File: src/rtl/lif_pkg.sv
// Shared widths, saturation limits and FSM state encoding for the LIF neuron scheduler.
package lif_pkg;
  localparam int LIF_W     = 8;
  localparam int LIF_SUM_W = 10;
  localparam logic signed [LIF_W-1:0] LIF_MAX = 8'sd127;
  localparam logic signed [LIF_W-1:0] LIF_MIN = 8'sh80;

  typedef enum logic [1:0] {
    S_IDLE,
    S_RUN,
    S_DONE
  } lif_state_t;
endpackage

File: src/rtl/lif_update_core.sv
// Combinational single-neuron leaky-integrate-fire update: refractory countdown,
// threshold fire with subtractive reset, or leak-toward-zero integration with saturation.
module lif_update_core
  import lif_pkg::*;
(
  input  logic [LIF_W-1:0] v,
  input  logic [LIF_W-1:0] r,
  input  logic [LIF_W-1:0] i,
  input  logic [LIF_W-1:0] threshold,
  input  logic [LIF_W-1:0] decay,
  input  logic [LIF_W-1:0] refractory_period,
  output logic [LIF_W-1:0] v_next,
  output logic [LIF_W-1:0] r_next,
  output logic             fire
);
  localparam logic signed [LIF_SUM_W-1:0] SUM_MAX = LIF_SUM_W'(LIF_MAX);
  localparam logic signed [LIF_SUM_W-1:0] SUM_MIN = LIF_SUM_W'(LIF_MIN);

  logic signed [LIF_SUM_W-1:0] v_x;
  logic signed [LIF_SUM_W-1:0] i_x;
  logic signed [LIF_SUM_W-1:0] d_x;
  logic signed [LIF_SUM_W-1:0] sum;

  assign v_x = {{(LIF_SUM_W-LIF_W){v[LIF_W-1]}}, v};
  assign i_x = {{(LIF_SUM_W-LIF_W){i[LIF_W-1]}}, i};
  assign d_x = {{(LIF_SUM_W-LIF_W){decay[LIF_W-1]}}, decay};

  always_comb begin
    fire   = 1'b0;
    v_next = v;
    r_next = r;
    // Leak always pulls the potential toward zero, whichever side it sits on.
    sum    = v_x + i_x + (v[LIF_W-1] ? d_x : -d_x);
    if (r != '0) begin
      r_next = r - 1'b1;
    end else if ($signed(v) >= $signed(threshold)) begin
      fire   = 1'b1;
      v_next = v - threshold;
      r_next = refractory_period;
    end else if (sum > SUM_MAX) begin
      v_next = LIF_MAX;
    end else if (sum < SUM_MIN) begin
      v_next = LIF_MIN;
    end else begin
      v_next = sum[LIF_W-1:0];
    end
  end
endmodule

File: src/rtl/lif_neuron_scheduler.sv
// Sweeps one shared LIF datapath across NUM_NEURONS virtual neurons per timestep tick,
// holding per-neuron state in register arrays and emitting index-tagged spikes.
module lif_neuron_scheduler
  import lif_pkg::*;
#(
  parameter int NUM_NEURONS = 8,
  parameter int IDX_W       = $clog2(NUM_NEURONS)
) (
  input  logic             clk,
  input  logic             reset,
  input  logic             tick,
  input  logic [LIF_W-1:0] threshold,
  input  logic [LIF_W-1:0] decay,
  input  logic [LIF_W-1:0] refractory_period,
  output logic [IDX_W-1:0] cur_addr,
  input  logic [LIF_W-1:0] cur_data,
  output logic             spike_valid,
  output logic [IDX_W-1:0] spike_idx,
  output logic             busy,
  output logic             step_done,
  output logic             tick_overrun,
  input  logic [IDX_W-1:0] dbg_idx,
  output logic [LIF_W-1:0] dbg_potential
);
  localparam logic [IDX_W-1:0] LAST_IDX = IDX_W'(NUM_NEURONS - 1);

  lif_state_t       state_reg;
  logic [IDX_W-1:0] idx_reg;
  logic [LIF_W-1:0] pot_reg [NUM_NEURONS];
  logic [LIF_W-1:0] ref_reg [NUM_NEURONS];

  logic [LIF_W-1:0] v_next;
  logic [LIF_W-1:0] r_next;
  logic             fire;

  assign cur_addr      = (state_reg == S_RUN) ? idx_reg : '0;
  assign dbg_potential = pot_reg[dbg_idx];

  lif_update_core u_core (
    .v                 (pot_reg[idx_reg]),
    .r                 (ref_reg[idx_reg]),
    .i                 (cur_data),
    .threshold         (threshold),
    .decay             (decay),
    .refractory_period (refractory_period),
    .v_next            (v_next),
    .r_next            (r_next),
    .fire              (fire)
  );

  always_ff @(posedge clk or posedge reset) begin
    if (reset) begin
      state_reg    <= S_IDLE;
      idx_reg      <= '0;
      spike_valid  <= 1'b0;
      spike_idx    <= '0;
      busy         <= 1'b0;
      step_done    <= 1'b0;
      tick_overrun <= 1'b0;
      for (int n = 0; n < NUM_NEURONS; n++) begin
        pot_reg[n] <= '0;
        ref_reg[n] <= '0;
      end
    end else begin
      spike_valid  <= 1'b0;
      step_done    <= 1'b0;
      tick_overrun <= 1'b0;
      case (state_reg)
        S_IDLE: begin
          if (tick) begin
            state_reg <= S_RUN;
            idx_reg   <= '0;
            busy      <= 1'b1;
          end
        end
        S_RUN: begin
          pot_reg[idx_reg] <= v_next;
          ref_reg[idx_reg] <= r_next;
          spike_valid      <= fire;
          if (fire) spike_idx <= idx_reg;
          tick_overrun     <= tick;
          if (idx_reg == LAST_IDX) begin
            // step_done is raised on entry so it is high for the whole DONE cycle.
            state_reg <= S_DONE;
            idx_reg   <= '0;
            step_done <= 1'b1;
          end else begin
            idx_reg <= idx_reg + 1'b1;
          end
        end
        S_DONE: begin
          state_reg    <= S_IDLE;
          busy         <= 1'b0;
          tick_overrun <= tick;
        end
        default: state_reg <= S_IDLE;
      endcase
    end
  end
endmodule
File: config.mk
export PLATFORM = sky130hd
export DESIGN_NAME = lif_neuron_scheduler
export DESIGN_NICKNAME = d
export VERILOG_FILES = /design/src/rtl/lif_pkg.sv /design/src/rtl/lif_update_core.sv /design/src/rtl/lif_neuron_scheduler.sv
export SDC_FILE = /design/constraint.sdc
export NUM_CORES = 1
export LEC_CHECK = 0
export ABC_AREA = 1
export ABC_CLOCK_PERIOD_IN_PS = 5600
export BUFFER_PORTS_ARGS = -buffer_cell sky130_fd_sc_hd__buf_2
export CORE_AREA = 2 2 140 142
export CTS_CLUSTER_DIAMETER = 200
export DETAILED_ROUTE_END_ITERATION = 16
export DIE_AREA = 0 0 142 144
export PLACE_DENSITY = 0.76
export SYNTH_ARGS = -nofsm -noshare
export SYNTH_HDL_FRONTEND = slang
export SYNTH_SLANG_ARGS = --single-unit
File: constraint.sdc
create_clock -name clk -period 5.6 [get_ports clk]
set_input_delay 1.12 -clock clk [delete_from_list [all_inputs] [get_ports clk]]
set_output_delay 1.12 -clock clk [all_outputs]
set_load 0.02 [all_outputs]
==> flow_summary.yaml, run 1 <==
clocking:
  cts_resized: 0
  cts_buffers: 17
  postCtsSetupRepairBufs: 0
  worstSkewPairLatency_ps: 430
  clock_sinks: 140
  clk_pin_slew_ps: 60
  cts_tree: "built"
  h-tree-depth: 4
  cts_hold_buf: 0
  cts_root_buf: "clkbuf_16"
  clockBufferDepth: 2
drt:
  wl_met3_mm: 2.525
  routed-via-count: 8675
  routed_via_density: 5.666
  wire_per_inst_um: 17.12
  drc: 0
  first_pass_iters: 6
  wl_met2_mm: 11.86
  routed_wl_mm: 26.21
  wl_met1_mm: 10.90
  antenna_left: 0
  top_layer: "met4"
  dr.first_iter.drc_count: 1013
floorplanning:
  die_y_um: 144
  ios: 56
  rows: 51
  design.core.area_um2: 19080
  design.die.area_um2: 20450
  initial_utilization: 0.4687
  die_w_um: 142
setup_path:
  cp_data_arrival_time_ps: 5090
  cp-start-kind: "flop"
  crit_path_max_incr_delay_ps: 540
  r2r-end: "pot_reg[10]"
  cp_slowest_cell: "dfrtp_1"
  worstPathRequired_ps: 5910
  r2r.worst_path.cells: 28
  worstSetupPathType: "reg -> reg"
  cp_common_cell: "nand2_1"
  reg2reg_slack_ps: 820
  end_kind: "flop"
  cp_max_fo: 12
  timing.rr.start: "idx_reg[1]"
  crit_start: "idx_reg[1]"
yosys:
  yosysTopAreaCellShare: 0.3918
  synth-main-ff-cell: "dfrtp_1"
  synth_warnings: 0
  yosys.area.top_type: "dfrtp_1"
  yosysMostFrequentCell: "nand2_1"
  yosys.area_share.adder: 0.05289
  ys_seq_elements: 140
  synth_nets: 1316
  synth_top_family_by_area: "simple AND/OR/NAND/NOR gates"
  ys_top_cells_by_area: "dfrtp_1, nand2_1, inv_1, o21ai_0, ha_1"
  syn_area_um2: 8942
  synth_compound_area_frac: 0.1742
  synth_edf_count: 0
  yosys-top-cells-count: "nand2_1, dfrtp_1, inv_1"
  ys_seq_area_frac: 0.3918
  synth_mux_area_frac: 0
  netlist_instances: 1242
  synth_cell_types: 44
  synth_async_sr_flop_share: 1.000
  synth-simple-area-share: 0.2630
  synth_xor_area_frac: 0.02742
  avgSynthCellArea_um2: 7.200
sta:
  period_minus_slack_ps: 4784
  slew_viol_final: 0
  max_freq_mhz: 209.0
  timing.final.hold_violations: 0
  skew_ps: 8.481
  finalSetupViolCount: 0
  rsz0062_at_grt: "false"
  period_share: 0.8543
  slew_headroom: 0.2814
  fin_setup_tns_ps: 0
  worst_pin_slew_ps: 1077
run_status:
  status: "finished clean"
grt:
  grt_max_degree: 108
  grt_pass1_vias: 7875
  overflow: 0
  antenna_found_initial: 0
  grt_pass1_wl_mm: 41.00
  track_usage: 0.2594
min_path:
  hold_path_end: "ref_reg[60]"
  worstHoldPathCells: 2
  hold_start: "ref_reg[60]"
  hp-class: "reg -> reg"
layout:
  drive_gt1_frac: 0.1145
  area_delta_synth_final_pct: 10.68
  nNetsFinal: 1355
  diodes: 0
placement:
  dpl.hpwl_mm: 17.20
  io_buffers: 55
  globalplace.congestion: 0.8934
job:
  drv_cap: 0
## per-stage QoR
step	util	cell area, µm²	setup slack (ps)	hold WS, ps	std cells
after floorplan	-	8942	727.1	443.8	1242
after global placement	0.4910	9368	964.3	457.8	1500
after detailed placement	0.4910	9368	958.5	460.1	1500
after CTS	0.5187	9897	922.1	476.1	1531
after global routing	0.5187	9897	385.3	501.9	1531
final	0.5187	9897	815.7	474.8	1531
## worst max-delay path by stage
stage	to	slack [ps]	cells past startpoint
final	pot_reg[10]	820	28
after CTS	pot_reg[12]	920	28
after detailed placement	pot_reg[38]	960	28
after global routing	pot_reg[53]	390	28
after floorplan	busy	730	1
after global placement	pot_reg[30]	960	28
## cells in the final DEF (no fill, tap or decap), drive strengths merged
master	Yosys	routed
nand2	429	429
o21ai	148	148
inv	145	145
dfrtp	140	140
nor2	73	73
a21oi	69	69
buf	19	68
nand3	60	60
ha	33	33
clkbuf	29	24
o211ai	23	23
xor2	21	21
a31oi	11	11
xnor2	7	7
nand4	6	6
o2111ai	5	5
clkinv	2	5
o21bai	4	4
o22ai	3	3
fa	3	3
clkinvlp	0	3
nor3	3	3
o21a	3	3
a21o	1	1
or2	1	1
nor4	1	1
o41ai	1	1
a221oi	1	1
o31a	1	1
bufinv	0	1
## critical path: cells and delay by family, from the launching register on
kind	cells	cell delay, ps
compound gates	8	1300
fa+ha+maj	2	670
simple gates	13	1320
xor+xnor	2	370
buf+inv	3	460
flops	1	540
## metal layers
layer | up-vias | GRT usage
li1 | 4097 | -
met1 | 4061 | 0.3445
met2 | 448 | 0.4183
met3 | 69 | 0.04371
met4 | 0 | 0.1174
met5 | - | 0
## kinds of logic after synthesis
group | count (synthesis)
AOI/OAI and AO/OA | 270
xor gates and xnor gates | 28
adders and majority gates | 36
buffers and inverters | 195
DFF | 140
and+or+nand+nor | 573
## final cells by class
class | count | area, µm²
fill | 1801 | 9183
multi-input combinational | 907 | 4631
sequential | 140 | 3505
inverter | 147 | 561.8
clock buffer | 24 | 461.7
timing repair buffer | 68 | 372.9
tap | 238 | 297.8
clock inverter | 7 | 67.56
Power of run 1 is not shown: default switching activity piles up to over one toggle a cycle in this logic, so the estimate is an artifact.
==> run 2, diff against run 1 <==
--- a/config.mk
+++ b/config.mk
@@ -5,14 +5,14 @@
 export SDC_FILE = /design/constraint.sdc
 export NUM_CORES = 1
 export LEC_CHECK = 0
-export ABC_AREA = 1
 export ABC_CLOCK_PERIOD_IN_PS = 5600
 export BUFFER_PORTS_ARGS = -buffer_cell sky130_fd_sc_hd__buf_2
-export CORE_AREA = 2 2 140 142
+export CORE_AREA = 2 2 116 164
 export CTS_CLUSTER_DIAMETER = 200
 export DETAILED_ROUTE_END_ITERATION = 16
-export DIE_AREA = 0 0 142 144
+export DIE_AREA = 0 0 118 166
 export PLACE_DENSITY = 0.76
+export RECOVER_POWER = 100
 export SYNTH_ARGS = -nofsm -noshare
 export SYNTH_HDL_FRONTEND = slang
 export SYNTH_SLANG_ARGS = --single-unit
==> run 2 against run 1 <==
Effect of this change: the run now ends with max-capacitance violations, max-slew violations left; die area down 4.2%; cell count down 23%; synthesized cell count down 30%; core utilization up 1.1 points; fmax down 10%; area after synthesis down 4.2%; critical path type unchanged; highest routed layer unchanged.
==> flow_summary.yaml, run 2 <==
clocking:
  clock_sinks: 140
  clockBufferDepth: 2
  clk_pin_slew_ps: 60
  worstSkewPairLatency_ps: 420
  cts_buffers: 17
  h-tree-depth: 4
  cts_tree: "built"
  cts_root_buf: "clkbuf_16"
drt:
  routed_via_density: 6.042
  routed-via-count: 7099
  routed_wl_mm: 23.05
  drc: 0
  wire_per_inst_um: 19.62
  first_pass_iters: 5
  antenna_left: 0
  dr.first_iter.drc_count: 586
sta:
  setup_ws_ps: 286.1
  slew_viol_final: 161
  timing.final.hold_violations: 0
  max_freq_mhz: 188.2
  fin_setup_tns_ps: 0
  hold_ws_ps: 480.4
  rsz0062_at_grt: "false"
  worst_pin_slew_ps: 2485
  period_minus_slack_ps: 5314
  period_share: 0.9489
  slew_headroom: -0.6567
  skew_ps: 8.417
  finalSetupViolCount: 0
layout:
  multi_input_area_um2: 4748
  final_common_cell: "nand2_1"
  regArea_um2: 3506
  fillerInstances: 1612
  drive_gt1_frac: 0.1719
  area_delta_synth_final_pct: 12.68
  diodes: 0
  final_cell_area_um2: 9653
  final_cell_mix: "nand2_1, dfrtp_1, o21ai_0"
  nNetsFinal: 992
setup_path:
  crit_chain: "mux4_2 -> mux2_2 -> ha_1 -> a21o_1 -> a21oi_1 -> o21bai_1 -> a21oi_1 -> o21bai_1 -> a21oi_1 -> xnor2_1 -> ha_1 -> and3_1 -> a221oi_1 -> o21ai_0 -> xor2_1 -> o21ai_0 -> o221ai_1 -> o22ai_2 -> o21ai_1"
  r2r.worst_path.cells: 19
  reg2reg_slack_ps: 290
  cp_max_fo: 8
  cp_slowest_cell: "mux4_2"
  crit_path_max_incr_delay_ps: 530
  worstPathRequired_ps: 5860
  end_kind: "flop"
  r2r-end: "pot_reg[42]"
  worstSetupPathType: "reg -> reg"
  cp-start-kind: "flop"
  timing.rr.start: "idx_reg[0]"
  cp_data_arrival_time_ps: 5570
  crit_path_end: "pot_reg[42]"
  cp_common_cell: "a21oi_1"
  crit_start: "idx_reg[0]"
grt:
  grt_max_degree: 58
  use_met2: 0.4317
  track_usage: 0.2388
  grt_pass1_wl_mm: 36.78
  overflow: 0
  top_usage_layer: "met2"
  grt_util_met1: 0.2757
  grt_pass1_vias: 7261
  antenna_found_initial: 0
  grtUsageMet3: 0.03812
yosys:
  ys_seq_area_frac: 0.4089
  synth-main-ff-cell: "dfrtp_1"
  yosys.area.top_type: "dfrtp_1"
  yosysMostFrequentCell: "nand2_1"
  synth_cell_types: 64
  yosysTopAreaCellShare: 0.4089
  ys_seq_elements: 140
  synth_warnings: 0
  netlist_instances: 874
  syn_area_um2: 8567
  avgSynthCellArea_um2: 9.802
  yosys-top-cells-count: "nand2_1, dfrtp_1, o21ai_0"
  synth_async_sr_flop_share: 1.000
  synth_edf_count: 0
  synth_nets: 948
  ys_top_cells_by_area: "dfrtp_1, mux4_2, o21ai_0, nand2_1, ha_1"
min_path:
  hp-class: "reg -> reg"
placement:
  dpl.hpwl_mm: 15.56
  io_buffers: 55
  dpl_cell_area_um2: 9081
  globalplace.congestion: 0.9142
  preCtsSetupSlack_ps: 203.8
floorplanning:
  ios: 56
  rows: 59
  design.die.area_um2: 19590
  initial_utilization: 0.4698
  die_y_um: 166
  design.core.area_um2: 18230
  die_w_um: 118
run_status:
  violations: "max-capacitance violations, max-slew violations"
  status: "finished, violations left"
job:
  drv_cap: 4
-- run 2: cell count changes after synthesis, sizes merged, moves of 10 or more --
cell,before,now
a21oi,69,26
inv,145,33
mux2,0,18
mux2i,0,20
mux4,0,47
nand2,429,179
nand2b,0,10
nand3,60,6
nor2,73,34
nor3,3,13
o211ai,23,3
xnor2,7,21
xor2,21,6
-- run 2: routing by layer --
metal,share of wire,vias up
met1,0.38,3515
met3,0.057,57
met2,0.53,301
li1,-,3226
met4,0.037,0
met5,0,-
-- run 2: worst min path at each step --
| stage | from | to | slack, ps | depth (start not counted) |
|---|---|---|---|---|
| detailed placement | ref_reg[45] | ref_reg[45] | 470 | 2 |
| finish | ref_reg[45] | ref_reg[45] | 480 | 2 |
| floorplan | ref_reg[20] | ref_reg[20] | 440 | 2 |
| CTS | ref_reg[45] | ref_reg[45] | 480 | 2 |
| global route | ref_reg[45] | ref_reg[45] | 510 | 2 |
| global placement | ref_reg[56] | ref_reg[56] | 460 | 2 |
-- run 2: layout make-up --
type,instances,share of cell area
multi-input combinational,654,0.4919
sequential,140,0.3632
clock buffer,19,0.04485
timing repair buffer,72,0.03811
tap,244,0.03163
clock inverter,13,0.01737
inverter,33,0.01296
-- run 2: timing repair --
action / 4_1_cts / 5_1_grt
buffers inserted: 0 / 1
gates resized for setup: 0 / 5
hold buffers: 0 / 0
endpoints found under the setup margin: 0 / 50
-- run 2: kinds of logic (layout without fill, tap and decap cells) --
kind of cell,after synthesis,count (layout),synth area share
multiplexers,85,85,0.1720
adder cells (fa/ha/maj),36,36,0.05521
AND/OR/NAND/NOR,267,267,0.1316
AO/OA/AOI/OAI,238,238,0.1640
flip-flops,140,140,0.4089
buffers and inverters,80,137,0.03783
XOR/XNOR,28,28,0.03038
-- run 2: metrics by stage --
step	utilization	instances
floorplan	-	874
global placement	0.4980	1142
global route	0.5294	1175
CTS	0.5310	1174
detailed placement	0.4980	1142
finish	0.5294	1175
-- run 2: worst max-delay path: cells and delay by family (launching register included) --
kind,cells,cell delay (ps)
AND/OR/NAND/NOR,1,260
XOR/XNOR,2,310
flip-flops,1,510
adder cells (fa/ha/maj),2,610
AO/OA/AOI/OAI,12,2610
multiplexers,2,850
Power of run 2 is left out for the same reason.
